$ cat config.mk
export PLATFORM = sky130hd
export DESIGN_NAME = vga_sync_module
export DESIGN_NICKNAME = d
export VERILOG_FILES = /design/src/rtl/vga_sync_module.sv
export SDC_FILE = /design/constraint.sdc
export NUM_CORES = 1
export LEC_CHECK = 0
export CORE_MARGIN = 5
export CORE_UTILIZATION = 35
export DETAILED_ROUTE_END_ITERATION = 6
export PLACE_DENSITY = 0.6
export SETUP_SLACK_MARGIN = 0.3
export SYNTH_ARGS = -nofsm -noshare
export SYNTH_HDL_FRONTEND = slang
export SYNTH_SLANG_ARGS = --single-unit
$ cat constraint.sdc
create_clock -name clk -period 2.2 [get_ports clk]
set_input_delay 0.22 -clock clk [delete_from_list [all_inputs] [get_ports clk]]
set_output_delay 0.22 -clock clk [all_outputs]
set_load 0.05 [all_outputs]
$ cat src/rtl/vga_sync_module.sv
// VGA timing generator: free-running line/frame counters with registered
// sync, active-video qualifier, active-area coordinates and frame-start pulse.
module vga_sync_module #(
   parameter int unsigned H_SYNC  = 120,
   parameter int unsigned H_BACK  = 64,
   parameter int unsigned H_ACT   = 800,
   parameter int unsigned H_FRONT = 56,
   parameter int unsigned V_SYNC  = 6,
   parameter int unsigned V_BACK  = 23,
   parameter int unsigned V_ACT   = 600,
   parameter int unsigned V_FRONT = 37,
   parameter logic        HS_POL  = 1'b1,
   parameter logic        VS_POL  = 1'b1
) (
   input  logic        clk,
   input  logic        rst_n,
   output logic        hsync,
   output logic        vsync,
   output logic        ready,
   output logic [10:0] c1,
   output logic [10:0] c2,
   output logic        frame_start
);

   localparam int unsigned CW      = 11;
   localparam int unsigned H_TOTAL = H_SYNC + H_BACK + H_ACT + H_FRONT;
   localparam int unsigned V_TOTAL = V_SYNC + V_BACK + V_ACT + V_FRONT;
   localparam int unsigned H_OFS   = H_SYNC + H_BACK;
   localparam int unsigned V_OFS   = V_SYNC + V_BACK;

   localparam logic [CW-1:0] H_LAST   = CW'(H_TOTAL - 1);
   localparam logic [CW-1:0] V_LAST   = CW'(V_TOTAL - 1);
   localparam logic [CW-1:0] H_SYNC_C = CW'(H_SYNC);
   localparam logic [CW-1:0] V_SYNC_C = CW'(V_SYNC);
   localparam logic [CW-1:0] H_OFS_C  = CW'(H_OFS);
   localparam logic [CW-1:0] V_OFS_C  = CW'(V_OFS);
   localparam logic [CW-1:0] H_END_C  = CW'(H_OFS + H_ACT);
   localparam logic [CW-1:0] V_END_C  = CW'(V_OFS + V_ACT);

   logic [CW-1:0] h_cnt_q, h_cnt_d;
   logic [CW-1:0] v_cnt_q, v_cnt_d;
   logic          hsync_q, hsync_d;
   logic          vsync_q, vsync_d;
   logic          ready_q, ready_d;
   logic [CW-1:0] c1_q, c1_d;
   logic [CW-1:0] c2_q, c2_d;
   logic          frame_start_q, frame_start_d;
   logic          h_wrap;
   logic          h_act;
   logic          v_act;

   // Counter advance and output decode, all from the current counter values.
   always_comb begin
      h_wrap        = (h_cnt_q == H_LAST);
      h_cnt_d       = h_wrap ? '0 : h_cnt_q + CW'(1);
      v_cnt_d       = v_cnt_q;
      if (h_wrap) begin
         v_cnt_d = (v_cnt_q == V_LAST) ? '0 : v_cnt_q + CW'(1);
      end

      h_act         = (h_cnt_q >= H_OFS_C) && (h_cnt_q < H_END_C);
      v_act         = (v_cnt_q >= V_OFS_C) && (v_cnt_q < V_END_C);

      hsync_d       = (h_cnt_q < H_SYNC_C) ? HS_POL : ~HS_POL;
      vsync_d       = (v_cnt_q < V_SYNC_C) ? VS_POL : ~VS_POL;
      ready_d       = h_act && v_act;
      c1_d          = ready_d ? (h_cnt_q - H_OFS_C) : '0;
      c2_d          = ready_d ? (v_cnt_q - V_OFS_C) : '0;
      frame_start_d = (h_cnt_q == '0) && (v_cnt_q == '0);
   end

   always_ff @(posedge clk or negedge rst_n) begin
      if (!rst_n) begin
         h_cnt_q       <= '0;
         v_cnt_q       <= '0;
         hsync_q       <= ~HS_POL;
         vsync_q       <= ~VS_POL;
         ready_q       <= 1'b0;
         c1_q          <= '0;
         c2_q          <= '0;
         frame_start_q <= 1'b0;
      end else begin
         h_cnt_q       <= h_cnt_d;
         v_cnt_q       <= v_cnt_d;
         hsync_q       <= hsync_d;
         vsync_q       <= vsync_d;
         ready_q       <= ready_d;
         c1_q          <= c1_d;
         c2_q          <= c2_d;
         frame_start_q <= frame_start_d;
      end
   end

   assign hsync       = hsync_q;
   assign vsync       = vsync_q;
   assign ready       = ready_q;
   assign c1          = c1_q;
   assign c2          = c2_q;
   assign frame_start = frame_start_q;

endmodule

; Word-level counts from Yosys, hierarchy flattened
; Cells that the tools add are included.
[op_classes]
n_addsub = 4
magnitude_cmp = 6
n_eq_ne = 2
n_mux = 6
n_reduce_logical = 6
[ops]
columns = op, count
row1 = 11-bit 2-to-1 mux, 4
row2 = "11-bit by 1-bit adder with 11-bit output, second input constant", 2
row3 = 11-bit zero test, 2
row4 = "11-bit by 10-bit less-than comparator with 1-bit output, second input constant", 2
row5 = "11-bit by 10-bit equality test with 1-bit output, second input constant", 1
row6 = "11-bit equality test, second input constant", 1
row7 = "11-bit by 5-bit greater-or-equal comparator with 1-bit output, second input constant", 1
row8 = "11-bit by 8-bit greater-or-equal comparator with 1-bit output, second input constant", 1
row9 = "11-bit by 3-bit less-than comparator with 1-bit output, second input constant", 1
row10 = "11-bit by 7-bit less-than comparator with 1-bit output, second input constant", 1
row11 = "11-bit by 5-bit subtractor with 11-bit output, second input constant", 1
row12 = "11-bit by 8-bit subtractor with 11-bit output, second input constant", 1
row13 = 1-bit logical AND, 4
row14 = 1-bit 2-to-1 mux, 2
[totals]
regBits = 48
input_bits = 2
output_inout_bits = 26
wordCells = 32

; Depth between registers and ports, before layout
[logic_depth]
depth_word = 4
mapped_depth = 7
depth_no_buf = 6

; Least setup slack after synthesis
; No wires, ideal clock.
[synth_path]
kind = register to register
startpoint = reg h_cnt_q[3]
endpoint = reg c1_q[6], in the netlist c1[6]
setup_time_ns = 0.086
arrival_time_ns = 1.607
required_time_ns = 2.114
path_slack_ns = 0.507
stages_incl_launch_ff = 7
n_path_buf = 1
period_less_slack_ns = 1.693
cell_sequence = dfrtp_1 > ha_1 > or2_2 > a21oi_1 > nand4_1 > buf_2 > nor3_1
[synth_via]
elab_chain_cells = 4
word_cells_on_any_way = 6
cone_classes = 1 x add/sub / 2 x order compare / 1 x mux / 2 x reduce/logical
[synth_lines]
columns = element, line_no
row1 = start: declaration, 40  ; logic [CW-1:0] h_cnt_q, h_cnt_d;
row2 = start signal: assignment, 83  ; h_cnt_q <= h_cnt_d;
row3 = 11-bit by 8-bit greater-or-equal comparator with 1-bit output or 11-bit by 10-bit less-than comparator with 1-bit output (tied branches), 61  ; h_act = (h_cnt_q >= H_OFS_C) && (h_cnt_q < H_END_C);
row4 = 1-bit logical AND, 61
row5 = 1-bit logical AND, 66  ; ready_d = h_act && v_act;
row6 = 11-bit 2-to-1 mux *, 67  ; c1_d = ready_d ? (h_cnt_q - H_OFS_C) : '0;
row7 = via c1_d[6], 45  ; logic [CW-1:0] c1_q, c1_d;
row8 = end signal: assignment, 79  ; c1_q <= '0;
row9 = end signal: assignment, 88  ; c1_q <= c1_d;
row10 = end: declaration, 45
; The timed path passes the listed nets; every way through them passes the cells marked *.
; A chain may end at the register's enable or synchronous reset.

; Worst setup path in the final report
[layout_path]
startpoint = reg v_cnt_q[7]
endpoint = reg c2_q[0], in the netlist c2[0]
[layout_via]
elab_chain_cells = 4
word_cells_on_any_way = 5
cone_classes = 2 x order compare / 1 x mux / 2 x reduce/logical
[layout_lines]
columns = element, line_no
row1 = start: declaration, 41  ; logic [CW-1:0] v_cnt_q, v_cnt_d;
row2 = start signal: assignment, 84  ; v_cnt_q <= v_cnt_d;
row3 = 11-bit by 5-bit greater-or-equal comparator with 1-bit output or 11-bit by 10-bit less-than comparator with 1-bit output (tied branches), 62  ; v_act = (v_cnt_q >= V_OFS_C) && (v_cnt_q < V_END_C);
row4 = 1-bit logical AND *, 62
row5 = 1-bit logical AND *, 66
row6 = 11-bit 2-to-1 mux *, 68  ; c2_d = ready_d ? (v_cnt_q - V_OFS_C) : '0;
row7 = via c2_d[0], 46  ; logic [CW-1:0] c2_q, c2_d;
row8 = end signal: assignment, 80  ; c2_q <= '0;
row9 = end signal: assignment, 89  ; c2_q <= c2_d;
row10 = end: declaration, 46
; Marked as above.

==> metrics <==
run status finished with violations; failing checks hold timing; setup TNS 0 ns; RSZ-0062 raised after global routing yes; routed len/inst between 10 and 15 um; via total after detailed routing 1,813; fraction of the mapped netlist area in compound gates ~6.1%; crit share post-route 83.7%; num ports 28; dominant synthesized flop cell dfrtp_1; share of cells above drive strength 1 between 10% and 20%; power share of the combinational group roughly 1.2%; count of final setup violators 0; area grow syn2layout 21.6%; Synth cell types between 40 and 50; number of nets in the layout ~270; Async SR Flop Fraction between 90% and 100%; # port buffers 27; Worst Path Max Fanout 9; XOR/XNOR share of the synthesized area under 10%; grt total ovfl 0; EDFF count, synth 0; min-delay worst type in2async; core footprint 6760 um2; Slew Limit Fails 0; part of the power in registers approximately 58%; Setup WS pre-CTS about 0.32 ns; post-synthesis adder-cell area fraction approximately 3.6%; CP endpoint kind register; most frequent cells in the layout 41 x dfrtp_1, 26 x clkdlybuf4s50_1, 24 x nor3_1; pin count of the biggest net entering global routing 49; initial antenna violation count 0; clock-pin slew on the worst setup and hold paths about 0.090 ns; vias in the first global route roughly 1,800; Die Wd 92.9 um; clock power share 41.1%; post-synthesis simple-gate area fraction roughly a quarter; worst vdd ir around 210 uV; FF/Latch Area approximately 1200 um2; DP Wirelength between 3000 and 4000 um; net switching power ~300 uW; CP required roughly 2.4 ns; # clock sinks 48; max cap viols 0; commonest non-fill, non-tap cell in the layout dfrtp_1; gpl congestion around 0.87; P_int approximately 1.2 mW; worst skew pair latency 0.30 ns; Max clock buf depth 2; Routed Antenna Nets 0; Core Rows 30; mean post-synth cell area around 10 um2; Post-Synthesis Cells 234; Sw Share between 10% and 20%; DRC viols 0; Post-Route WL roughly 5000 um; TritonCTS clock tree done; Max Fclk between 0.5 and 0.6 GHz; TritonCTS buffer count 5; final hold viol count 1; syn nets approximately 240; synth warn 0; Critical Path AT ~2 ns; TritonRoute pass-1 iters 4; Via density about 5.3; Max-slew headroom about three fifths; WS Path Type reg2reg; Initial Util a little over a third; final core occ between 40 and 50%; main combinational cell family by area after synthesis simple AND/OR/NAND/NOR gates; FF+latch count, synth 48; die height 92.9 um; sequential-to-total area share from yosys stat between 40% and 50%; synthesized area roughly 2400 um2; H-tree levels 2; Final Skew roughly 0.0066 ns; Tmin final around 1.8 ns; WHS -0.000697 ns; Power Density roughly 520 nW/um2; DR iter-0 viols ~140; number of diodes 0; CP Launch Type register; fillers 670; CTS Hold Bufs 0; clk root buf clkbuf_8; overall global routing resource usage 12.5%; die area about 8600 um2; first-pass GRT wire length roughly 8800 um; mux contribution to synthesized area roughly 1.2%; Multi-input gate area between 1000 and 1500 um2; Leak around 1.3 nW; post-route setup slack approximately 0.36 ns; Tightest Pin Transition a little under 0.6 ns
==> critical path: stages, from the launching register on <==
cell and delay, ns:
dfrtp_2 0.48, or2_4 0.29, or4_4 0.50, o21bai_4 0.20, buf_4 0.19, nor3_1 0.06
==> flip-flops by register name, indices dropped and copies added (netlist names) <==
signal       count
hsync            1
v_cnt_q         11
c1              11
c2              11
ready            1
h_cnt_q         11
vsync            1
frame_start      1
==> path summary, 6_finish.rpt <==
path,startpoint,to,slack (ns),cells after the start
setup reg to reg,v_cnt_q[7]$_DFFE_PN0N_,c2[0]$_DFF_PN0_,0.36,5
max in group asynchronous,rst_n,v_cnt_q[0]$_DFFE_PN0N_,1.76,2
min in group clk,h_cnt_q[0]$_DFF_PN0_,h_cnt_q[0]$_DFF_PN0_,0.52,1
setup / recovery,v_cnt_q[7]$_DFFE_PN0N_,c2[0]$_DFF_PN0_,0.36,5
hold / removal,rst_n,c2[6]$_DFF_PN0_,-0.0007,2
hold reg to reg,h_cnt_q[0]$_DFF_PN0_,h_cnt_q[0]$_DFF_PN0_,0.52,1
==> metal layers <==
metal	share of wire, %	wire length, um	GRT usage (%)
met1	50	2490	17.9
met2	46	2300	19.1
met3	4.0	202	2.68
met4	0.83	42	3.66
met5	0	0	0
==> logic make-up after synthesis <==
logic type / Yosys count
adders and majority gates: 7
buffers and inverters: 28
DFF: 48
xor gates and xnor gates: 24
and+or+nand+nor: 100
muxes: 3
AOI/OAI and AO/OA: 24
==> metrics by stage <==
step,instance area [um2],cells,hold WS [ns],total power [mW]
final,2920,345,-0.000697,1.53
after global routing,2920,345,0.0606,1.58
after CTS,2850,342,0.0256,1.55
after detailed placement,2740,334,0.352,0.919
after global placement,2740,334,0.350,0.918
after floorplan,2400,234,-0.0756,0.899
==> final cells by class <==
cell class | count | area share, %
clock inverters | 2 | 1.20
clock buffers | 6 | 2.48
multi-input cells | 158 | 37.4
well taps | 80 | 3.43
inverters | 10 | 1.28
repair buffers | 41 | 12.8
flip-flops and latches | 48 | 41.4
==> Yosys cell counts, drive strengths merged, types with 2 or more instances <==
library cell / n / area share (%)
dfrtp: 48 / 50
nor3: 25 / 5.2
nor2: 14 / 2.2
buf: 13 / 3.9
nand2: 12 / 1.9
o21ai: 12 / 2.5
xnor2: 12 / 4.4
xor2: 12 / 4.4
nand3: 11 / 2.3
inv: 10 / 1.6
ha: 7 / 3.6
nand4: 7 / 1.8
a21oi: 6 / 1.2
nor4: 6 / 2.4
clkbuf: 5 / 0.83
and3: 4 / 1.0
and4: 3 / 1.1
mux2i: 3 / 1.2
or2: 3 / 0.88
or3: 3 / 0.78
and4b: 2 / 0.83
nand3b: 2 / 0.62
o211ai: 2 / 0.62
or3b: 2 / 0.73
==> power groups by stage <==
stage / Sequential [mW] / Combinational [mW] / Clock, mW
2_1_floorplan: 0.899 / 0.000000469 / 0
3_3_place_gp: 0.899 / 0.0195 / 0
3_5_place_dp: 0.899 / 0.0197 / 0
4_1_cts: 0.881 / 0.0198 / 0.649
5_1_grt: 0.881 / 0.0225 / 0.675
6_report: 0.881 / 0.0180 / 0.626
==> what timing repair did <==
item,CTS,global route
gates resized for setup,0,15
endpoints found under the setup margin,0,33
buffers inserted,0,3
(Power assumes the default switching activity.)
